$ cat config.mk
export PLATFORM = sky130hd
export DESIGN_NAME = main_memory_responder
export DESIGN_NICKNAME = d
export VERILOG_FILES = /design/src/rtl/main_memory_responder.sv
export SDC_FILE = /design/constraint.sdc
export NUM_CORES = 2
export LEC_CHECK = 0
export CORE_MARGIN = 10
export CORE_UTILIZATION = 43
export DETAILED_ROUTE_END_ITERATION = 7
export GPL_TIMING_DRIVEN = 0
export PLACE_DENSITY = 0.61
export SLEW_MARGIN = 40
export SYNTH_ARGS = -nofsm -noshare
export SYNTH_HDL_FRONTEND = slang
export SYNTH_SLANG_ARGS = --single-unit
$ cat constraint.sdc
create_clock -name clk -period 5.1 [get_ports clk]
set_input_delay 1.53 -clock clk [delete_from_list [all_inputs] [get_ports clk]]
set_output_delay 1.53 -clock clk [all_outputs]
set_load 0.02 [all_outputs]
$ cat src/rtl/main_memory_responder.sv
// Memory-side responder: accepts one strobed read/write, waits a fixed number
// of states, commits to the internal word store and pulses MReady.
module main_memory_responder #(
  parameter int ADDR_W      = 8,
  parameter int DATA_W      = 8,
  parameter int WAIT_CYCLES = 4
) (
  input  logic              clk,
  input  logic              reset,
  input  logic              MStrobe,
  input  logic              MRW,
  input  logic [ADDR_W-1:0] MAddr,
  input  logic [DATA_W-1:0] MDataIn,
  output logic [DATA_W-1:0] MDataOut,
  output logic              MReady,
  output logic              MBusy
);

  generate
    if (WAIT_CYCLES < 1 || WAIT_CYCLES > 255) begin : g_bad_wait
      $error("main_memory_responder: WAIT_CYCLES must be in 1..255");
    end
  endgenerate

  typedef enum logic [1:0] {
    IDLE = 2'b00,
    BUSY = 2'b01,
    DONE = 2'b10
  } state_t;

  state_t            state;
  state_t            state_next;
  logic [7:0]        cnt;
  logic [7:0]        cnt_next;
  logic              capture;
  logic              wr_commit;
  logic              rd_commit;
  logic              clr_out;
  logic              rw_q;
  logic [ADDR_W-1:0] addr_q;
  logic [DATA_W-1:0] data_q;
  logic [DATA_W-1:0] mem [2**ADDR_W];

  always_ff @(posedge clk) begin
    if (reset) begin
      state    <= IDLE;
      cnt      <= 8'd0;
      MDataOut <= '0;
      rw_q     <= 1'b0;
      addr_q   <= '0;
      data_q   <= '0;
    end else begin
      state <= state_next;
      cnt   <= cnt_next;
      if (capture) begin
        rw_q   <= MRW;
        addr_q <= MAddr;
        data_q <= MDataIn;
      end
      if (rd_commit) begin
        MDataOut <= mem[addr_q];
      end else if (clr_out) begin
        MDataOut <= '0;
      end
    end
  end

  // Store is never cleared; a write caught by reset is dropped.
  always_ff @(posedge clk) begin
    if (wr_commit && !reset) begin
      mem[addr_q] <= data_q;
    end
  end

  always_comb begin
    state_next = state;
    cnt_next   = cnt;
    capture    = 1'b0;
    wr_commit  = 1'b0;
    rd_commit  = 1'b0;
    clr_out    = 1'b0;
    case (state)
      IDLE: begin
        if (MStrobe) begin
          capture    = 1'b1;
          cnt_next   = 8'(WAIT_CYCLES - 1);
          state_next = BUSY;
        end
      end
      BUSY: begin
        if (cnt != 8'd0) begin
          cnt_next = cnt - 8'd1;
        end else begin
          state_next = DONE;
          if (rw_q) wr_commit = 1'b1;
          else      rd_commit = 1'b1;
        end
      end
      DONE: begin
        state_next = IDLE;
      end
      default: begin
        state_next = IDLE;
        cnt_next   = 8'd0;
        clr_out    = 1'b1;
      end
    endcase
  end

  assign MReady = (state == DONE);
  assign MBusy  = (state == BUSY) || (state == DONE);

endmodule

; Word level (Yosys, flattened, before mapping)
; Memory sizes are Yosys's and may differ from the RTL's. A register that Yosys moved wholly into a read port is not among the register bits.
; Index checks and enable logic that the tools add are counted.
[classes]
n_addsub = 1
eq_ne = 6
n_mux = 20
bitwise = 1
reduce_logical = 8
[ops]
columns = op, n
row1 = $mux W8, 6
row2 = $pmux W8 S3, 1
row3 = $mux W1, 10
row4 = $reduce_bool A8 Y1, 1
row5 = $sub A8 B1 Y8 const B, 1
row6 = $ne A2 B2 Y1 const B, 3
row7 = $mux W2, 2
row8 = $pmux W2 S2, 1
row9 = $reduce_and A3 Y1, 1
row10 = $reduce_or A3 Y1, 1
row11 = $eq A2 B1 Y1 const B, 1
row12 = $eq A2 B2 Y1 const B, 1
row13 = $logic_not A2 Y1, 1
row14 = $ne A2 B1 Y1 const B, 1
row15 = $reduce_and A2 Y1, 1
row16 = $logic_and A1 B1 Y1, 1
row17 = $logic_not A1 Y1, 1
row18 = $logic_or A1 B1 Y1, 1
row19 = $not A1 Y1, 1
[totals]
ff_bits = 35
ram_bits = 2048
input_bits = 20
out_inout_bits = 10
elab_cells = 43
n_memories = 1
[memory_table]
columns = name, depth, width, rd, rd_ports_with_merged_regs, write_ports, line
row1 = mem, 256, 8, 1, 1, 1, 42  ; logic [DATA_W-1:0] mem [2**ADDR_W];

; Longest topological paths before layout
[depth]
depth_word = 6
ltp_mapped = 14
ltp_nobuf = 8

; Worst setup path after synthesis
; No wires, ideal clock.
[synth_path]
kind = flip-flop to flip-flop
start = register data_q[0]
end = memory mem[0][0] (data pin)
setup_ns = 0.856
arrival_ns = 3.397
required_ns = 4.244
slack_ns = 0.847
path_stages_with_launch = 1
n_path_buf = 0
synth_period_minus_slack_ns = 4.253
path_cell_list = dfxtp_1
[synth_lines]
columns = element, line
row1 = from (decl), 41  ; logic [DATA_W-1:0] data_q;
row2 = from (signal assigned), 58  ; data_q <= MDataIn;
row3 = to (decl), 42
; No word-level cell before the write port.

==> flow_metrics.tcl <==
set metrics [dict create \
    area_growth_pct 16.53 \
    hold_class "flip-flop to flip-flop" \
    synth_seq_cells 2091 \
    tightestPinTransition_ns 1.066 \
    fp.dieW_um 454.1 \
    final_cells 6986 \
    finClkSkew_ns 0.06585 \
    vias_per_cell 6.796 \
    holdWs_ns 0.4898 \
    die_area_um2 206200 \
    setup_tns_ns -0.4577 \
    finalHoldViolCount 0 \
    post-dp-hpwl_um 214800 \
    row_count 159 \
    syn_inst 3980 \
    io_pins 30 \
    final-setup-viol-count 6 \
    antenna_found_initial 25 \
    critical_path.max_fanout 10 \
    grt_max_degree 58 \
    end_kind "flip-flop" \
    status "complete, but fails checks" \
    wl_um 319900 \
    crit_type "flip-flop to flip-flop" \
    relSlewSlack_pct 28.26 \
    period_share_pct 103.6 \
    grt_pass1_wl_um 415600 \
    ys_warn_count 0 \
    clk_latency_ns 0.90 \
    synth_area_um2 81030 \
    grt_pass1_vias 44125 \
    p_leak_nw 29.30 \
    ys.flop_type "edfxtp_1" \
    ys_seq_area_share_pct 76.96 \
    layout-drive-gt1-share_pct 29.61 \
    period_minus_slack_ns 5.284 \
    post-cts-setup-buffer-count 0 \
    cp.arrival_ns 6.04 \
    violations "DRC, setup timing" \
    setup_ws_ns -0.1839 \
    vias 47480 \
    syn_nets 4005 \
    synth_edf_count 2048 \
    place_congestion 1.019 \
    core_um2 187600 \
    powerDensity_nw_per_um2 471.3 \
    synthArstFlopShare_pct 0 \
    drc 47 \
    n_fill_cell 14753 \
    start_util_pct 43.19 \
    maxCapViolCount 0 \
    cts-htree-levels 4 \
    clock_path_buffers 3 \
    cts_tree "yes" \
    fmax_ghz 0.1893 \
    die_h_um 454.1 \
    required_ns 5.86 \
    drt_pre_antenna_iters 8 \
    yosysUniqueCellTypes 68 \
    syn_area_per_cell_um2 20.36 \
    ant_nets 0 \
    cts_hold_buffers 0 \
    wl_per_cell_um 45.79 \
    final_max_slew_viol_count 0 \
    rsz0062_at_grt "no" \
    cts.sinks 2091 \
    drt_iter0_markers 9069 \
    power_mw 44.50 \
    ir_drop_mv 0.3831 \
    cts_root_buf "clkbuf_16" \
    dp_slack_ns -0.4901 \
    dpl.cell_count 6602 \
    track_usage_pct 30.53 \
    fin_nets 4336 \
    numCtsBuffers 204 \
    grt_overflow_total 0 \
    critical_path.startpoint_type "flip-flop" \
    io_buffers 28 \
    cts.clk_slew.worst_paths_ns 0.06 \
]
through the flow:
stage / area [um2] / util, %
final: 94430 / 50.33
after floorplan: 81030 / -
after CTS: 94290 / 50.26
after global placement: 84430 / 45.01
after global routing: 94400 / 50.32
after detailed placement: 87360 / 46.57
critical path, stage by stage, from the launching register on:
cell and delay [ns]:
dfxtp_1 0.31, buf_4 0.34, buf_2 0.50, buf_2 0.47
buf_4 0.53, buf_4 0.58, mux4_2 0.41, a22oi_1 0.26
nand3_1 0.38, a31o_2 0.46, a31oi_1 0.61, o21ai_0 0.20
final cells by class:
class	count	area (um2)	share of cell area (%)
multi-input combinational	1647	18140	19.21
clock buffer	250	5329	5.643
inverter	11	42.54	0.04505
buffer	228	1320	1.398
timing repair buffer	128	2475	2.621
tap	2495	3122	3.306
clock inverter	123	1578	1.671
antenna	13	32.53	0.03445
sequential	2091	62390	66.07
per-layer routing:
metal	part of all wire [%]	wire length [um]	vias up	global-route usage, %
met3	16	52010	1045	14.30
met2	42	133900	4423	42.45
li1	-	-	17121	-
met5	0.032	102	-	0
met4	8.6	27460	14	21.11
met1	33	106400	24877	37.64
sequential cells by signal, indices dropped and copies added, names as in the netlist, named ones only:
name / flops
mem: 2048
MDataOut: 8
addr_q: 8
cnt: 8
data_q: 8
state: 2
rw_q: 1
power breakdown:
| part | leakage [nW] | switching (mW) | internal (mW) |
|---|---|---|---|
| registers | 19.2 | 0.232 | 19.6 |
| clock network | 3.34 | 6.79 | 9.06 |
| logic | 6.75 | 6.32 | 2.53 |
cell usage after synthesis (3+ instances only):
cell / number / area [um2]
edfxtp_1: 2048 / 61500
mux4_2: 480 / 10810
nor2_1: 303 / 1137
nand2_1: 213 / 799.5
mux2i_1: 122 / 1221
clkbuf_1: 106 / 397.9
buf_2: 72 / 360.4
a21oi_1: 68 / 340.3
o22ai_1: 52 / 325.3
dfxtp_1: 43 / 860.8
nor3_1: 42 / 210.2
a22oi_1: 37 / 277.8
nand3_1: 37 / 185.2
buf_4: 35 / 262.8
o21ai_0: 33 / 165.2
a211oi_1: 28 / 210.2
o221ai_1: 23 / 201.4
nor2b_1: 21 / 131.4
a31oi_1: 20 / 125.1
and2_1: 16 / 100.1
buf_1: 15 / 56.30
mux2_2: 15 / 168.9
and3_1: 13 / 81.33
a221oi_1: 10 / 87.58
inv_1: 10 / 37.54
nand4_1: 10 / 62.56
nand2b_1: 9 / 56.30
a311oi_1: 6 / 52.55
nor4_1: 6 / 37.54
or3_1: 6 / 37.54
a311o_1: 5 / 50.05
ha_1: 5 / 62.56
o31ai_1: 5 / 37.54
a2111oi_0: 4 / 35.03
or2_2: 4 / 25.02
a211o_1: 3 / 26.28
a22o_1: 3 / 26.28
a32oi_1: 3 / 26.28
and2_0: 3 / 18.77
buf_6: 3 / 33.78
nor4b_1: 3 / 26.28
o31a_1: 3 / 26.28
or4_1: 3 / 22.52
xnor2_1: 3 / 26.28
layout by cell type (no fill, tap or decap), types with 12 or more instances in the layout:
cell type / Yosys / layout
a31oi_1: 20 / 20
mux2_2: 15 / 15
mux4_2: 480 / 480
diode_2: 0 / 13
buf_4: 35 / 69
nor2b_1: 21 / 17
and2_1: 16 / 16
a211oi_1: 28 / 26
clkbuf_1: 106 / 71
o221ai_1: 23 / 23
dfxtp_1: 43 / 35
clkinv_2: 0 / 24
nand3_1: 37 / 37
a21oi_1: 68 / 67
buf_16: 0 / 43
and3_1: 13 / 13
bufinv_16: 0 / 32
buf_2: 72 / 54
edfxtp_1: 2048 / 2048
o21ai_0: 33 / 33
nor3_1: 42 / 42
a22oi_1: 37 / 37
nand2_1: 213 / 212
clkbuf_16: 0 / 205
clkinv_1: 1 / 49
o22ai_1: 52 / 52
mux2i_1: 122 / 122
clkdlybuf4s50_1: 0 / 28
clkbuf_2: 0 / 66
nor2_1: 303 / 84
clkbuf_4: 0 / 12
nor2_2: 0 / 218
buf_12: 0 / 42
path summary, 6_finish.rpt:
path,start,endpoint,slack [ns],cells past startpoint
hold / removal,cnt[1],cnt[1],0.49,2
setup reg to reg,flip-flop,MDataOut[1],-0.18,11
setup / recovery,flip-flop,MDataOut[1],-0.18,11
hold reg to reg,cnt[1],cnt[1],0.49,2
what timing repair did:
item	in CTS	in global routing
resized for setup	13	1
gates cloned	0	0
endpoints found under the setup margin	8	1
kinds of logic (layout without fill, tap and decap cells):
kind of cell               count (synthesis)  after routing  share of synthesized area, %
xor gates and xnor gates                   4              4                       0.04324
buffers and inverters                    242            740                         1.422
AOI/OAI and AO/OA                        324            324                         2.718
other                                      0             13                             0
DFF                                     2091           2091                         76.96
muxes                                    617            617                         15.06
and+or+nand+nor                          697            697                         3.724
adders and majority gates                  5              5                       0.07721
No activity file was read; power rests on OpenSTA's default activity.
